[config.mk]
export PLATFORM = sky130hd
export DESIGN_NAME = valet_cam_lot
export DESIGN_NICKNAME = d
export VERILOG_FILES = /design/src/rtl/valet_cam_lot.sv
export SDC_FILE = /design/constraint.sdc
export NUM_CORES = 1
export LEC_CHECK = 0
export ABC_AREA = 1
export CAP_MARGIN = 20
export CORE_ASPECT_RATIO = 0.7
export CORE_MARGIN = 1
export CORE_UTILIZATION = 55
export CTS_CLUSTER_SIZE = 24
export DETAILED_ROUTE_END_ITERATION = 8
export HOLD_SLACK_MARGIN = 0.02
export PLACE_DENSITY = 0.77
export SETUP_SLACK_MARGIN = 0.3
export SLEW_MARGIN = 20
export SYNTH_ARGS = -nofsm -noshare
export SYNTH_HDL_FRONTEND = slang
export SYNTH_SLANG_ARGS = --single-unit
[constraint.sdc]
create_clock -name clk -period 3.5 [get_ports clk]
set_input_delay 0.875 -clock clk [delete_from_list [all_inputs] [get_ports clk]]
set_output_delay 0.875 -clock clk [all_outputs]
set_load 0.05 [all_outputs]
[src/rtl/valet_cam_lot.sv]
// CAM parking lot: stores (tag, ticket) pairs and serves park, retrieve,
// query and flush requests with a one-cycle registered response.
//
// Ports:
//   clk, rst (async, active-low)
//   req_valid/req_ready, req_op, req_tag, req_data : request channel
//   rsp_valid/rsp_ready, rsp_status, rsp_index, rsp_data : response channel
//   count, full, empty : registered occupancy
module valet_cam_lot #(
    parameter int TAG_WIDTH  = 16,
    parameter int DEPTH      = 8,
    parameter int DATA_WIDTH = 8
) (
    input  logic                       clk,
    input  logic                       rst,
    input  logic                       req_valid,
    output logic                       req_ready,
    input  logic [1:0]                 req_op,
    input  logic [TAG_WIDTH-1:0]       req_tag,
    input  logic [DATA_WIDTH-1:0]      req_data,
    output logic                       rsp_valid,
    input  logic                       rsp_ready,
    output logic [1:0]                 rsp_status,
    output logic [$clog2(DEPTH)-1:0]   rsp_index,
    output logic [DATA_WIDTH-1:0]      rsp_data,
    output logic [$clog2(DEPTH+1)-1:0] count,
    output logic                       full,
    output logic                       empty
);

    localparam int IW = $clog2(DEPTH);
    localparam int CW = $clog2(DEPTH+1);

    typedef enum logic [1:0] {
        OP_QUERY    = 2'b00,
        OP_PARK     = 2'b01,
        OP_RETRIEVE = 2'b10,
        OP_FLUSH    = 2'b11
    } op_e;

    typedef enum logic [1:0] {
        ST_OK   = 2'b00,
        ST_MISS = 2'b01,
        ST_FULL = 2'b10,
        ST_DUP  = 2'b11
    } status_e;

    logic [DEPTH-1:0]      valid_q, valid_d;
    logic [TAG_WIDTH-1:0]  tag_q  [DEPTH];
    logic [TAG_WIDTH-1:0]  tag_d  [DEPTH];
    logic [DATA_WIDTH-1:0] data_q [DEPTH];
    logic [DATA_WIDTH-1:0] data_d [DEPTH];

    logic                  rsp_valid_q, rsp_valid_d;
    logic [1:0]            rsp_status_q, rsp_status_d;
    logic [IW-1:0]         rsp_index_q, rsp_index_d;
    logic [DATA_WIDTH-1:0] rsp_data_q, rsp_data_d;
    logic [CW-1:0]         count_q, count_d;
    logic                  full_q, full_d;
    logic                  empty_q, empty_d;

    logic                  hit;
    logic [IW-1:0]         hit_idx;
    logic [IW-1:0]         free_idx;
    logic                  accept;

    // Descending scan so the lowest matching / free index is the one kept.
    always_comb begin
        hit      = 1'b0;
        hit_idx  = '0;
        free_idx = '0;
        for (int i = DEPTH-1; i >= 0; i--) begin
            if (valid_q[i] && tag_q[i] == req_tag) begin
                hit     = 1'b1;
                hit_idx = IW'(i);
            end
            if (!valid_q[i]) begin
                free_idx = IW'(i);
            end
        end
    end

    assign req_ready = !rsp_valid_q || rsp_ready;
    assign accept    = req_valid && req_ready;

    always_comb begin
        valid_d      = valid_q;
        tag_d        = tag_q;
        data_d       = data_q;
        rsp_valid_d  = rsp_valid_q;
        rsp_status_d = rsp_status_q;
        rsp_index_d  = rsp_index_q;
        rsp_data_d   = rsp_data_q;
        count_d      = count_q;

        if (rsp_valid_q && rsp_ready) begin
            rsp_valid_d = 1'b0;
        end

        if (accept) begin
            rsp_valid_d  = 1'b1;
            rsp_status_d = ST_OK;
            rsp_index_d  = '0;
            rsp_data_d   = '0;
            unique case (op_e'(req_op))
                OP_PARK: begin
                    if (hit) begin
                        rsp_status_d = ST_DUP;
                        rsp_index_d  = hit_idx;
                    end else if (full_q) begin
                        rsp_status_d = ST_FULL;
                    end else begin
                        valid_d[free_idx] = 1'b1;
                        tag_d[free_idx]   = req_tag;
                        data_d[free_idx]  = req_data;
                        rsp_index_d       = free_idx;
                        count_d           = count_q + CW'(1);
                    end
                end
                OP_RETRIEVE, OP_QUERY: begin
                    if (hit) begin
                        rsp_index_d = hit_idx;
                        rsp_data_d  = data_q[hit_idx];
                        if (op_e'(req_op) == OP_RETRIEVE) begin
                            valid_d[hit_idx] = 1'b0;
                            if (count_q != '0) begin
                                count_d = count_q - CW'(1);
                            end
                        end
                    end else begin
                        rsp_status_d = ST_MISS;
                    end
                end
                OP_FLUSH: begin
                    valid_d = '0;
                    count_d = '0;
                end
                default: ;
            endcase
        end

        full_d  = (count_d == CW'(DEPTH));
        empty_d = (count_d == '0);
    end

    always_ff @(posedge clk or negedge rst) begin
        if (!rst) begin
            valid_q      <= '0;
            rsp_valid_q  <= 1'b0;
            rsp_status_q <= '0;
            rsp_index_q  <= '0;
            rsp_data_q   <= '0;
            count_q      <= '0;
            full_q       <= 1'b0;
            empty_q      <= 1'b1;
        end else begin
            valid_q      <= valid_d;
            rsp_valid_q  <= rsp_valid_d;
            rsp_status_q <= rsp_status_d;
            rsp_index_q  <= rsp_index_d;
            rsp_data_q   <= rsp_data_d;
            count_q      <= count_d;
            full_q       <= full_d;
            empty_q      <= empty_d;
        end
    end

    // Tag/data contents need no reset; only the valid bits qualify them.
    always_ff @(posedge clk) begin
        tag_q  <= tag_d;
        data_q <= data_d;
    end

    assign rsp_valid  = rsp_valid_q;
    assign rsp_status = rsp_status_q;
    assign rsp_index  = rsp_index_q;
    assign rsp_data   = rsp_data_q;
    assign count      = count_q;
    assign full       = full_q;
    assign empty      = empty_q;

endmodule

== After elaboration in Yosys (flattened, before gate mapping) ==
Cells that the tools add are included.
W data, S select, Z words.
Word-level totals
  flip-flop bits (word level): 220
  input bits: 30
  output and inout port bits: 21
  word-level logic and storage cells: 139
Operators by class
  add/sub/neg operators: 2
  $lt $le $gt $ge: 7
  equality and inequality tests: 16
  multiplexer cells: 61
  bitwise logic cells: 7
  reductions and logical operators: 22
Operators by type and width (count)
  $bwmux W128: 1
  $eq A16 B16 Y1: 8
  $mux W8: 9
  $bwmux W64: 1
  $mux W3: 19
  $demux W16 S3: 1
  $bmux W8 S3: 1
  $demux W8 S3: 1
  $mux W4: 6
  $pmux W8 S3: 1
  $mux W16: 1
  $logic_and A1 B1 Y1: 13
  $mux W1: 13
  $pmux W4 S3: 1
  $and A8 B8 Y8: 1
  $ge A4 B4 Y1 const B: 2
  $lt A3 B4 Y1 const B: 2
  $ne A2 B2 Y1 const B: 4
  $not A3 Y4: 2
  $not A8 Y8: 1
  $or A8 B8 Y8: 1
  $demux W1 S3: 2
  $ge A3 B1 Y1 const B: 2
  $pmux W3 S2: 1
  other kinds (18): 21

== Logic depth before layout (Yosys ltp) ==
  depth after elaboration: 19
  mapped depth: 22
  depth with buffers taken out: 20

== Worst setup path after synthesis ==
Ideal clock, no wire load.
  path kind: input to register
  start point: input port req_tag[13]
  end point: register data_q[56] (netlist name) (enable)
  library setup time: 435 ps
  arrival time: 3928 ps
  data required time: 3065 ps
  path slack: -863 ps
  stages: 15
  path buffers: 1
  cells stage by stage: buf_2 inv_2 nand2_1 nand2_1 nand3b_1 nor2_1 nand3_1 nand2_2 nor2_2 nand2_4 nor2_8 nand2_1 inv_1 nand2_1 nor3_1
Between the ends
  longest elaborated chain between the ends: 12
  elaborated cells on any way between the ends: 26
  those cells by class: 8 x eq/ne; 8 x mux; 1 x bitwise; 9 x reduce/logical
RTL lines
  start, declared: line 19  | input logic [TAG_WIDTH-1:0] req_tag,
  $eq A16 B16 Y1: line 73  | if (valid_q[i] && tag_q[i] == req_tag) begin
  $logic_and A1 B1 Y1: line 73
  $mux W1 (7 in series): line 73
  $mux W1 *: line 73
  $not A1 Y1 (no source line) *
  $reduce_and A4 Y1 (no source line) *
  end signal, assigned: line 171  | data_q <= data_d;
  end, declared: line 51  | logic [DATA_WIDTH-1:0] data_q [DEPTH];
Mark *: on every way between the ends. The rest lies on a longest branch, timed or not.
A chain may end at the register's enable or synchronous reset.

== Worst setup path after layout ==
  start point: input port rsp_ready
  end point: output port req_ready
Between the ends
  longest elaborated chain between the ends: 1
RTL lines
  start, declared: line 22  | input logic rsp_ready,
  $logic_or A1 B1 Y1: line 83  | assign req_ready = !rsp_valid_q || rsp_ready;
  end, declared: line 17  | output logic req_ready,
Every way passes these cells.

==> results.tsv <==
stage	metric	value	unit
critical_path	worstSetupPathType	input port to output pin	
yosys	syn_area	10620	sq um
timing	hold_violations	0	
critical_path	cpPeakStageDelay	0.82	ns
yosys	synth_top_cells_by_area	edfxtp_1 54%, nand2_1 12%, dfrtp_1 6.4%, inv_1 5.5%, nor2_1 4.6%	
critical_path	crit_fanout	3	
critical_path	cp_slowest_cell	clkdlybuf4s50_1	
timing	setup_ws	0.3623	ns
finish	seq_area	6467	sq um
power	swShare	0.2373	
yosys	synth_ff_type	edfxtp_1	
power	peakVddDrop	0.4566	mV
power	p_total	5.840	mW
place	io_buffers	50	
yosys	async_flop_share	0.1273	
finish	area.growth.synth_to_final	21.15	%
critical_path	cp_common_cell	clkdlybuf4s50_1	
yosys	synthDistinctLibCells	37	
timing	fmax	318.7	MHz
die	row_count	42	
timing	holdWs	0.4801	ns
place	dpl-instance-area	12070	sq um
finish	antenna_cells	0	
clocking	clk_latency	0.52	ns
drt	wl_per_cell	16.92	microns
drt	avgViaCountPerCell	5.343	
clocking	cts_tree	built	
clocking	numCtsBuffers	22	
status	status	finished, final reports clean	
finish	drive_gt1_frac	0.1392	
finish	fill_cells	1426	
drt	dr.pass1.iters	5	
power	cellPowerDensity	453.8	nW/um^2
place	dp_cells	1453	
drt	vias	8009	
power	p_int	4.454	mW
min_path	min_path_type	flip-flop to flip-flop	
finish	multi_input_area	3374	sq um
timing	clock_skew	0.007717	ns
critical_path	cp-end-kind	output pin	
finish	nets	1273	
flow_run	maxCapViolations	0	
grt	grt_pass1_vias	7558	
clocking	clk_pin_slew	0.06	ns
finish	stdcell_area	12870	sq um
yosys	avgSynthCellArea	9.510	sq um
place	place_congestion	0.9459	
die	die_y	118.3	microns
critical_path	cp.arrival	2.26	ns
die	dieArea	19880	sq um
timing	fin_crit_sh	0.8965	
power	p_leak	5.516	nW
power	pwr-share-comb	0.099	
timing	period_needed	3.138	ns
timing	setup-violations-final	0	
clocking	clock_path_buffers	3	
timing	slew_headroom	0.3795	
critical_path	crit_required	2.62	ns
yosys	yosysWarnings	0	
clocking	cts_hold_buf	0	
yosys	ys_seq_elements	220	
grt	grt_pass1_wl	40.19	mm
grt	grt-ovfl-total	0	
place	post-place-ws	-0.1313	ns
timing	tightest_slew	0.9236	ns
grt	grt.total_usage	0.2622	
drt	drc	0	
critical_path	start_kind	input port	
critical_path	crit_chain	clkdlybuf4s50_1, inv_1, nand2_1, clkdlybuf4s50_1	
place	dp_hpwl	17.36	mm
yosys	ys_seq_area_frac	0.6088	
clocking	htree_levels	1	
drt	drt_iter0_markers	903	
yosys	synth_nets	1149	
drt	detail-route-antenna-nets	0	
power	clkPwrFrac	0.397	
clocking	cts-root-buf	clkbuf_16	
yosys	synth_edf_count	192	
drt	totalWireLength	25.36	mm
timing	rsz0062_at_grt	no	
die	die_width	168.1	microns
grt	antenna_found_initial	0	
power	seq_power_share	0.503	
power	p_switching	1.386	mW
die	initial_utilization	0.5615	
yosys	synth_top_area_frac	0.5428	
timing	slew_viol_final	0	
finish	finalNonFillerCells	1499	
die	core_area	18920	sq um
yosys	post-synth-top-area-cell	edfxtp_1	
grt	grt_max_degree	39	
die	pin_count	51	
yosys	netlist_instances	1117	
clocking	cts_num_sinks	220	
==> synth_stat cells (2+ instances only) <==
master    count
nand2_1     331
edfxtp_1    192
inv_1       155
nor2_1      129
nand3_1      64
nand4_1      39
xnor2_1      34
dfrtp_1      27
o21ai_0      19
nand3b_1     13
buf_4        12
a21oi_1      10
inv_2        10
nand2_2      10
buf_6         7
nor3_1        7
o21ai_1       7
buf_2         6
clkbuf_1      6
xor2_1        6
nor2_2        4
a21oi_4       3
a32oi_1       3
nand2_4       3
or2_0         3
a31oi_1       2
ha_1          2
inv_4         2
nor2_4        2
o21ai_2       2
==> power groups by stage <==
| stage | combinational (mW) | clock, mW | sequential, mW |
|---|---|---|---|
| finish | 0.579 | 2.32 | 2.94 |
| global route | 0.636 | 2.44 | 2.95 |
| CTS | 0.570 | 2.35 | 2.94 |
| floorplan | 0.274 | 0 | 3.06 |
| detailed placement | 0.566 | 0 | 2.99 |
| global placement | 0.555 | 0 | 2.99 |
==> layout by cell type, fill, tap and decap left out, types with 10 or more instances in the layout <==
cell type        synthesis  final
clkdlybuf4s50_1          0     46
inv_1                  155    152
buf_12                   0     19
nand4_1                 39     39
nand3_1                 64     64
clkbuf_16                0     22
nor2_1                 129    115
a21oi_1                 10     10
nand3b_1                13     13
dfrtp_1                 27     27
nor2_2                   4     17
nand2_1                331    327
buf_4                   12     57
xnor2_1                 34     34
inv_2                   10     10
o21ai_0                 19     18
edfxtp_1               192    192
nand2_2                 10     11
==> metrics by stage <==
stage / utilization / TNS, ns
after global placement: 0.6379 / -3.168
after global routing: 0.6803 / 0
final: 0.6803 / 0
after CTS: 0.6750 / 0
after detailed placement: 0.6379 / -16.07
after floorplan: - / 0
==> layer usage <==
layer	up-vias	track usage	wire length (microns)
met3	38	0.04722	2253
met5	-	0	0
met4	0	0.06080	548
met1	3781	0.4013	11380
met2	334	0.3896	11180
li1	3856	-	-
==> final cells by class <==
| cell class | instances | area share |
|---|---|---|
| multi-input combinational | 698 | 0.2622 |
| tap | 242 | 0.02353 |
| clock inverter | 10 | 0.008653 |
| inverter | 167 | 0.04997 |
| clock buffer | 30 | 0.04589 |
| sequential | 220 | 0.5025 |
| timing repair buffer | 132 | 0.1072 |
==> repair_timing <==
item / in CTS / in global routing
endpoints found under the setup margin: 0 / 180
gates resized for setup: 0 / 19
setup buffers: 0 / 6
==> final timing paths <==
check	from	cells past startpoint	end	slack, ns
setup / recovery	rsp_ready	4	req_ready	0.36
setup reg to reg	valid_q[6]	8	data_q[44]	0.93
hold / removal	rsp_data[2]	2	rsp_data[2]	0.48
hold reg to reg	rsp_data[2]	2	rsp_data[2]	0.48
min in group asynchronous	rst	2	valid_q[1]	0.75
max in group asynchronous	rst	2	empty	2.45
==> worst max-delay path: cells and delay by family <==
family / cells / cell delay (ns)
buffers and inverters: 3 / 1.30
AND/OR/NAND/NOR: 1 / 0.08
==> state kept, by name (all words and copies together), names as in the netlist <==
| signal | cells |
|---|---|
| valid_q | 8 |
| rsp_valid | 1 |
| rsp_data | 8 |
| tag_q | 128 |
| rsp_index | 3 |
| full | 1 |
| data_q | 64 |
| count | 4 |
| empty | 1 |
| rsp_status | 2 |
==> kinds of logic after synthesis <==
kind of cell | after synthesis | share of synthesized area
AO/OA/AOI/OAI | 48 | 0.02827
XOR/XNOR | 40 | 0.03298
adder cells (fa/ha/maj) | 2 | 0.002355
buffers and inverters | 199 | 0.08068
flip-flops | 220 | 0.6088
AND/OR/NAND/NOR | 608 | 0.2469
Note: power is estimated with default switching activity, not from simulation.
